**src/rtl/alu_mult_sequencer_if.sv**
```systemverilog
// Bundle between the multiply sequencer, the control FSM that starts it, and the shared datapath ALU.
// The slave modport is the sequencer's view. The master modport is the view of control plus the ALU.
interface alu_mult_sequencer_if #(
    parameter int WIDTH = 32
);
    logic                 start;
    logic [WIDTH-1:0]     multiplicand;
    logic [WIDTH-1:0]     multiplier;
    logic                 busy;
    logic                 done;
    logic [2*WIDTH-1:0]   product;
    logic                 alu_sel;
    logic [WIDTH-1:0]     alu_op1;
    logic [WIDTH-1:0]     alu_op2;
    logic [2:0]           alu_ctrl;
    logic [WIDTH-1:0]     alu_result;
    logic                 alu_carry;

    modport slave (
        input  start, multiplicand, multiplier, alu_result, alu_carry,
        output busy, done, product, alu_sel, alu_op1, alu_op2, alu_ctrl
    );

    modport master (
        output start, multiplicand, multiplier, alu_result, alu_carry,
        input  busy, done, product, alu_sel, alu_op1, alu_op2, alu_ctrl
    );
endinterface

```
**src/rtl/alu_mult_sequencer.sv**
```systemverilog
// Multicycle unsigned shift-add multiplier that borrows the shared datapath ALU for its additions.
// When MULT_ZERO_SKIP_EN is defined, a zero operand skips the CALC phase entirely.
module alu_mult_sequencer #(
    parameter int         WIDTH      = 32,
    parameter logic [2:0] ALU_ADD_OP = 3'b010,
    parameter int         CNT_W      = 5
) (
    input  logic                clk,
    input  logic                reset_n,
    alu_mult_sequencer_if.slave bus
);
    typedef enum logic [1:0] {IDLE, CALC, DONE} state_t;

    state_t               state;
    state_t               next_state;
    logic [2*WIDTH-1:0]   p;
    logic [WIDTH-1:0]     mcand;
    logic [CNT_W-1:0]     cnt;
    logic                 last_iter;
    logic                 zero_op;

    assign last_iter = (cnt == CNT_W'(WIDTH - 1));

`ifdef MULT_ZERO_SKIP_EN
    assign zero_op = (bus.multiplicand == '0) || (bus.multiplier == '0);
`else
    assign zero_op = 1'b0;
`endif

    always_ff @(posedge clk or negedge reset_n) begin
        if (!reset_n) state <= IDLE;
        else          state <= next_state;
    end

    always_comb begin
        next_state = state;
        case (state)
            IDLE:    if (bus.start) next_state = zero_op ? DONE : CALC;
            CALC:    if (last_iter) next_state = DONE;
            DONE:    next_state = IDLE;
            default: next_state = IDLE;
        endcase
    end

    // The ALU carry becomes the new top bit, so the shift never loses a carry.
    always_ff @(posedge clk or negedge reset_n) begin
        if (!reset_n) begin
            p     <= '0;
            mcand <= '0;
            cnt   <= '0;
        end else if (state == IDLE && bus.start) begin
            mcand <= bus.multiplicand;
            cnt   <= '0;
            p     <= zero_op ? '0 : {{WIDTH{1'b0}}, bus.multiplier};
        end else if (state == CALC) begin
            p   <= {bus.alu_carry, bus.alu_result, p[WIDTH-1:1]};
            cnt <= cnt + CNT_W'(1);
        end
    end

    always_comb begin
        bus.alu_sel  = 1'b0;
        bus.alu_ctrl = 3'b000;
        bus.alu_op1  = '0;
        bus.alu_op2  = '0;
        if (state == CALC) begin
            bus.alu_sel  = 1'b1;
            bus.alu_ctrl = ALU_ADD_OP;
            bus.alu_op1  = p[2*WIDTH-1:WIDTH];
            bus.alu_op2  = p[0] ? mcand : '0;
        end
    end

    assign bus.busy    = (state != IDLE);
    assign bus.done    = (state == DONE);
    assign bus.product = p;
endmodule

```
**src/flat_wrapper.sv**
```systemverilog
// flat-port wrapper written by rule: the top's interface ports become plain ports
module alu_mult_sequencer_flat 
#(
    parameter int         WIDTH      = 32,
    parameter logic [2:0] ALU_ADD_OP = 3'b010,
    parameter int         CNT_W      = 5
)
  (clk, reset_n, bus_start, bus_multiplicand, bus_multiplier, bus_alu_result, bus_alu_carry, bus_busy, bus_done, bus_product, bus_alu_sel, bus_alu_op1, bus_alu_op2, bus_alu_ctrl);
  alu_mult_sequencer_if #(.WIDTH(WIDTH)) bus_i ();
  input  logic clk;
  input  logic reset_n;
  input wire logic [$bits(bus_i.start)-1:0] bus_start;
  input wire logic [$bits(bus_i.multiplicand)-1:0] bus_multiplicand;
  input wire logic [$bits(bus_i.multiplier)-1:0] bus_multiplier;
  input wire logic [$bits(bus_i.alu_result)-1:0] bus_alu_result;
  input wire logic [$bits(bus_i.alu_carry)-1:0] bus_alu_carry;
  output wire logic [$bits(bus_i.busy)-1:0] bus_busy;
  output wire logic [$bits(bus_i.done)-1:0] bus_done;
  output wire logic [$bits(bus_i.product)-1:0] bus_product;
  output wire logic [$bits(bus_i.alu_sel)-1:0] bus_alu_sel;
  output wire logic [$bits(bus_i.alu_op1)-1:0] bus_alu_op1;
  output wire logic [$bits(bus_i.alu_op2)-1:0] bus_alu_op2;
  output wire logic [$bits(bus_i.alu_ctrl)-1:0] bus_alu_ctrl;
  assign bus_i.start = bus_start;
  assign bus_i.multiplicand = bus_multiplicand;
  assign bus_i.multiplier = bus_multiplier;
  assign bus_i.alu_result = bus_alu_result;
  assign bus_i.alu_carry = bus_alu_carry;
  assign bus_busy = bus_i.busy;
  assign bus_done = bus_i.done;
  assign bus_product = bus_i.product;
  assign bus_alu_sel = bus_i.alu_sel;
  assign bus_alu_op1 = bus_i.alu_op1;
  assign bus_alu_op2 = bus_i.alu_op2;
  assign bus_alu_ctrl = bus_i.alu_ctrl;
  alu_mult_sequencer #(.WIDTH(WIDTH), .ALU_ADD_OP(ALU_ADD_OP), .CNT_W(CNT_W)) u_core (.clk(clk), .reset_n(reset_n), .bus(bus_i));
endmodule
```
**config.mk**
```make
export PLATFORM = sky130hd
export DESIGN_NAME = alu_mult_sequencer_flat
export DESIGN_NICKNAME = d
export VERILOG_FILES = /design/src/rtl/alu_mult_sequencer_if.sv /design/src/rtl/alu_mult_sequencer.sv /design/src/flat_wrapper.sv
export SDC_FILE = /design/constraint.sdc
export NUM_CORES = 1
export LEC_CHECK = 0
export ABC_AREA = 0
export CAP_MARGIN = 20
export CORE_MARGIN = 4
export CORE_UTILIZATION = 40
export DETAILED_ROUTE_END_ITERATION = 16
export PLACE_DENSITY = 0.8
export SYNTH_ARGS = -nofsm -noshare
export SYNTH_HDL_FRONTEND = slang
export SYNTH_SLANG_ARGS = --single-unit
```
**constraint.sdc**
```tcl
create_clock -name clk -period 1.8 [get_ports clk]
set_input_delay 0.27 -clock clk [delete_from_list [all_inputs] [get_ports clk]]
set_output_delay 0.27 -clock clk [all_outputs]
set_load 0.05 [all_outputs]
```
* Yosys cells after proc, flatten, opt, wreduce, memory -nomap -nowiden *
Cells that the tools add are included.

cells by class
  $add $sub $neg = 1
  equal/unequal tests = 5
  multiplexer cells = 12
  reduce and logical (&&, ||, !) cells = 5

operator list
  kind                   number
  $mux W64               2
  $mux W32               3
  $mux W5                2
  $mux W2                3
  $add A5 B1 Y5 const B  1
  $eq A5 B5 Y1 const B   1
  $pmux W2 S2            1
  $reduce_bool A2 Y1     2
  $eq A2 B1 Y1 const B   1
  $eq A2 B2 Y1 const B   1
  $logic_not A2 Y1       1
  $ne A2 B1 Y1 const B   1
  $ne A2 B2 Y1 const B   1
  $reduce_and A2 Y1      1
  $logic_and A1 B1 Y1    1
  $mux W1                1

storage, ports and cells
  register bits = 103
  bits of input ports = 100
  output and inout port bits = 134
  logic and storage cells = 27

* Logic depth before layout (Yosys ltp) *
  depth in word-level cells = 3
  gate-level depth with buffers = 6
  mapped depth without buffers = 5

* Least setup slack after synthesis *
No wires, ideal clock.

  path kind = register to output
  from = register u_core.p[0] (netlist: u_core.bus.product[0])
  to = output bus_alu_op2[22]
  arrival time = 1.395 ns
  required time = 1.530 ns
  setup slack = 0.135 ns
  stages on the path, launching flop included = 3
  buffers on the path = 1
  cell sequence = dfrtp_1 -> clkbuf_1 -> and3_1

between the ends
  longest elaborated chain between the ends = 2

RTL lines
  item                    line                      source
  start, declared         alu_mult_sequencer.sv:16  logic [2*WIDTH-1:0] p;
  start signal, assigned  alu_mult_sequencer.sv:54  p <= zero_op ? '0 : {{WIDTH{1'b0}}, bus.multiplier};
  start signal, assigned  alu_mult_sequencer.sv:56  p <= {bus.alu_carry, bus.alu_result, p[WIDTH-1:1]};
  $mux W32                alu_mult_sequencer.sv:70  bus.alu_op2 = p[0] ? mcand : '0;
  $mux W32                alu_mult_sequencer.sv:66  if (state == CALC) begin
  end, declared           flat_wrapper.sv:22        output wire logic [$bits(bus_i.alu_op2)-1:0] bus_alu_op2;

Every way passes these cells.

* Final worst setup path *
  from = register u_core.state[1]
  to = output bus_alu_op2[31]

between the ends
  longest elaborated chain between the ends = 2

RTL lines
  item                    line                      source
  start, declared         alu_mult_sequencer.sv:14  state_t state;
  start signal, assigned  alu_mult_sequencer.sv:32  else state <= next_state;
  $eq A2 B1 Y1            alu_mult_sequencer.sv:66
  $mux W32                alu_mult_sequencer.sv:66

Every way passes these cells.

==> qor.txt <==
Sequential share of the synthesized area -> 55.6%
RSZ-0062 raised after global routing -> yes
Total gr overflow -> 0
CP Buf/Inv Count -> 4
Failing checks -> setup timing
Worst-Margin Slew -> 0.517 ns
Crit path max-delay family -> buffers and inverters
Nets@finish -> 791
# setup viols final -> 29
Post-Synth Simple-Gate Area -> 20.6%
Outcome -> complete, but fails checks
Critical path startpoint category -> flip-flop
Final worst slack -> -0.0245 ns
Fraction of layout cells with a size suffix above 1 -> 30.0%
Max IR drop VDD -> 1.47 mV
WL final -> 14.0 mm
Pint -> 8.62 mW
Area Growth Syn to Fin -> 70.1%
Largest net degree at the start of global routing -> 55
Clock Root Buffer -> clkbuf_16
Pre-Repair DR Iteration Count -> 5
Unique cell type count in the Yosys netlist -> 28
Crit Path Max Fanout -> 10
DIE AREA -> 0.0134 mm^2
Starting Density -> 40.8%
Standard-cell rows -> 39
# H-tree levels -> 3
Worst hold path type -> in -> async
Final Hold Vio Count -> 0
Avg Inst Size Synth -> 10.2 um^2
Combinational power share -> 63.8%
Flop pwr share -> 24.7%
PwrDens -> 2140 mW/mm^2
Core Area -> 0.0114 mm^2
Main combinational cell family by area after synthesis -> simple AND/OR/NAND/NOR gates
First-pass GRT wire length -> 21.7 mm
Routed len/inst -> 16.7 um
Io pins -> 234
Final ANT Viol Nets -> 0
Total track usage -> 20.2%
Die W -> 116 um
Cells after synthesis -> 456
Pwr Total -> 16.9 mW
Die Y -> 116 um
Clk buf depth -> 2
Vias -> 4230
Max-Cap Viols -> 0
CTS tree -> yes
Worst path required time -> 1.53 ns
Final HPWL DP -> 9.16 mm
Top post-synthesis cells by area -> dfrtp_1, nand2_1, mux2_1
Leak -> 3.76 nW
Area fraction in compound gates after synthesis -> 9.93%
Crit Path Category -> reg -> out
Clk Latency, worst-skew pair -> 0.33 ns
Synth Area in Adders -> 0.540%
Diode count -> 0
Fmax -> 548 MHz
Fill count -> 826
Net Sw Frac -> 49.0%
Via-to-Cell Ratio -> 5.05
Share of the clock period used by the worst path -> 101%
Synth Register Bits -> 103
R2r endpoint -> u_core.bus.product[26]
Vias in the first global route -> 4380
Worst Setup End Kind -> output pin
Clock-pin slew on the worst setup and hold paths -> 0.07 ns
Mapped cell area -> 0.00464 mm^2
R2R Path Start -> u_core.state[0]
Yosys warns -> 0
GPL Wtd Cong -> 0.776
1st-iter DRT viols -> 255
Max Slew Vio Count -> 0
R2R setup slack -> 0.15 ns
CP max-delay cell -> dfrtp_1
TritonCTS Sinks -> 103
# port buffers -> 231
Post-synthesis mux area share -> 7.93%
Post-synth top area share -> 55.6%
Num CTS Buffers -> 9
Slew HR -> 65.5%
Reg2Reg Depth -> 8
NetSw -> 8.27 mW
Synth Area in XOR/XNOR -> 0.189%
WHS -> 0.394 ns
Post-route DRC -> 0
Skew final -> 0.00851 ns
Slowest stage delay, CP -> 0.38 ns
Cell taking the most area after synthesis -> dfrtp_1
WP data arrival -> 1.55 ns
Clk pwr share -> 11.6%
Antenna violations before repair -> 0
Final Critical Period -> 1.82 ns
Critical path cell sequence -> nand2b_4 -> clkinv_4 -> buf_12 -> buf_16 -> and3_4 -> buf_8
-- final cells by class --
| type | count | area, um^2 | share of cell area, % |
|---|---|---|---|
| Clock inverter | 4 | 55.1 | 0.698 |
| Multi-Input combinational cell | 315 | 2000 | 25.3 |
| Timing Repair Buffer | 259 | 2830 | 35.8 |
| Clock buffer | 12 | 246 | 3.12 |
| Tap cell | 143 | 179 | 2.27 |
| Inverter | 1 | 8.76 | 0.111 |
| Sequential cell | 103 | 2580 | 32.7 |
-- worst max path at each step --
stage                           from                      to  slack [ns]  cells after the start
6_report             u_core.state[1]         bus_alu_op2[31]       -0.02                      6
5_1_grt              u_core.state[1]          bus_alu_op1[3]       -0.07                      6
4_1_cts              u_core.state[1]         bus_alu_op2[27]       -0.02                      6
3_5_place_dp               bus_start  u_core.bus.product[46]       0.006                      5
3_3_place_gp               bus_start  u_core.bus.product[58]        0.05                      5
2_1_floorplan  u_core.bus.product[0]         bus_alu_op2[22]        0.13                      2
-- metal layers --
layer	part of all wire, %	routed length, um	track usage (%)	vias up
met5	0	0	0	-
met4	2.2	301	6.50	0
met3	7.7	1080	3.92	24
met2	49	6920	34.5	185
met1	41	5700	25.9	2034
li1	-	-	-	1987
-- sequential cells by signal, indices dropped and copies added (netlist names) --
name and cells:
u_core.state 2, u_core.cnt 5, u_core.bus.product 64, u_core.mcand 32
-- what timing repair did --
item | in CTS | in global routing
buffers inserted | 9 | 0
setup endpoints to repair | 78 | 70
endpoints found under the hold margin | 19 | 0
pin swaps | 2 | 6
resized for setup | 122 | 42
gates cloned | 5 | 0
hold buffers | 1 | 0
-- through the flow --
| stage | std cells | utilization, % | setup slack [ns] | instance area (um^2) | setup TNS, ns |
|---|---|---|---|---|---|
| floorplan | 457 | - | 0.135 | 4640 | 0 |
| global placement | 806 | 59.9 | 0.0469 | 6810 | 0 |
| detailed placement | 806 | 59.9 | 0.00614 | 6810 | 0 |
| CTS | 837 | 68.1 | -0.0204 | 7750 | -0.250 |
| global route | 837 | 69.4 | -0.0726 | 7890 | -2.94 |
| finish | 837 | 69.4 | -0.0245 | 7890 | -0.231 |
-- synthesized netlist by cell type (all sizes together) --
master and instances:
clkbuf 15, nand2b 1, nor2b 1, o22ai 1, o21bai 2, mux2 32
xor2 1, a21oi 1, and2 33, dfrtp 103, a22oi 32, ha 2
buf 23, nand3 1, nand2 134, nor3b 1, conb 1, o21ai 36
and3 33, o21ba 1, inv 1, or2 1
-- worst reg2reg max path, stage by stage, from the launching register on --
cell and delay, ns:
dfrtp_2 0.42, nand2b_4 0.09, clkinv_4 0.07, buf_4 0.14, buf_12 0.13, buf_4 0.15, buf_4 0.22, a22oi_1 0.23
nand2_1 0.08
-- power by group through the flow --
stage / combinational, mW / clock (mW) / sequential [mW]
2_1_floorplan: 4.28 / 0 / 6.14
3_3_place_gp: 9.15 / 0 / 4.09
3_5_place_dp: 9.29 / 0 / 4.13
4_1_cts: 10.4 / 2.00 / 4.12
5_1_grt: 11.3 / 2.09 / 4.31
6_report: 10.8 / 1.96 / 4.17
-- cells in the final DEF, fill, tap and decap left out, types with 9 or more instances in the layout --
cell type        count
mux2_1              30
and3_4              21
and2_4              22
clkdlybuf4s50_1     98
buf_8               30
o21ai_0             33
clkbuf_16            9
dlygate4sd2_1       12
buf_4               63
buf_12              10
buf_6               34
a22oi_1             32
nand2_1            134
and3_1              12
and2_1              11
dfrtp_1            102
-- cell families (layout without fill, tap and decap cells) --
kind of cell             count (synthesis)  in the layout
AND/OR/NAND/NOR                        205            205
AO/OA/AOI/OAI                           73             73
multiplexers                            32             32
XOR/XNOR                                 1              1
flip-flops                             103            103
adder cells (fa/ha/maj)                  2              2
other                                    1              2
buffers and inverters                   39            276
Note: power is estimated with default switching activity, not from simulation.
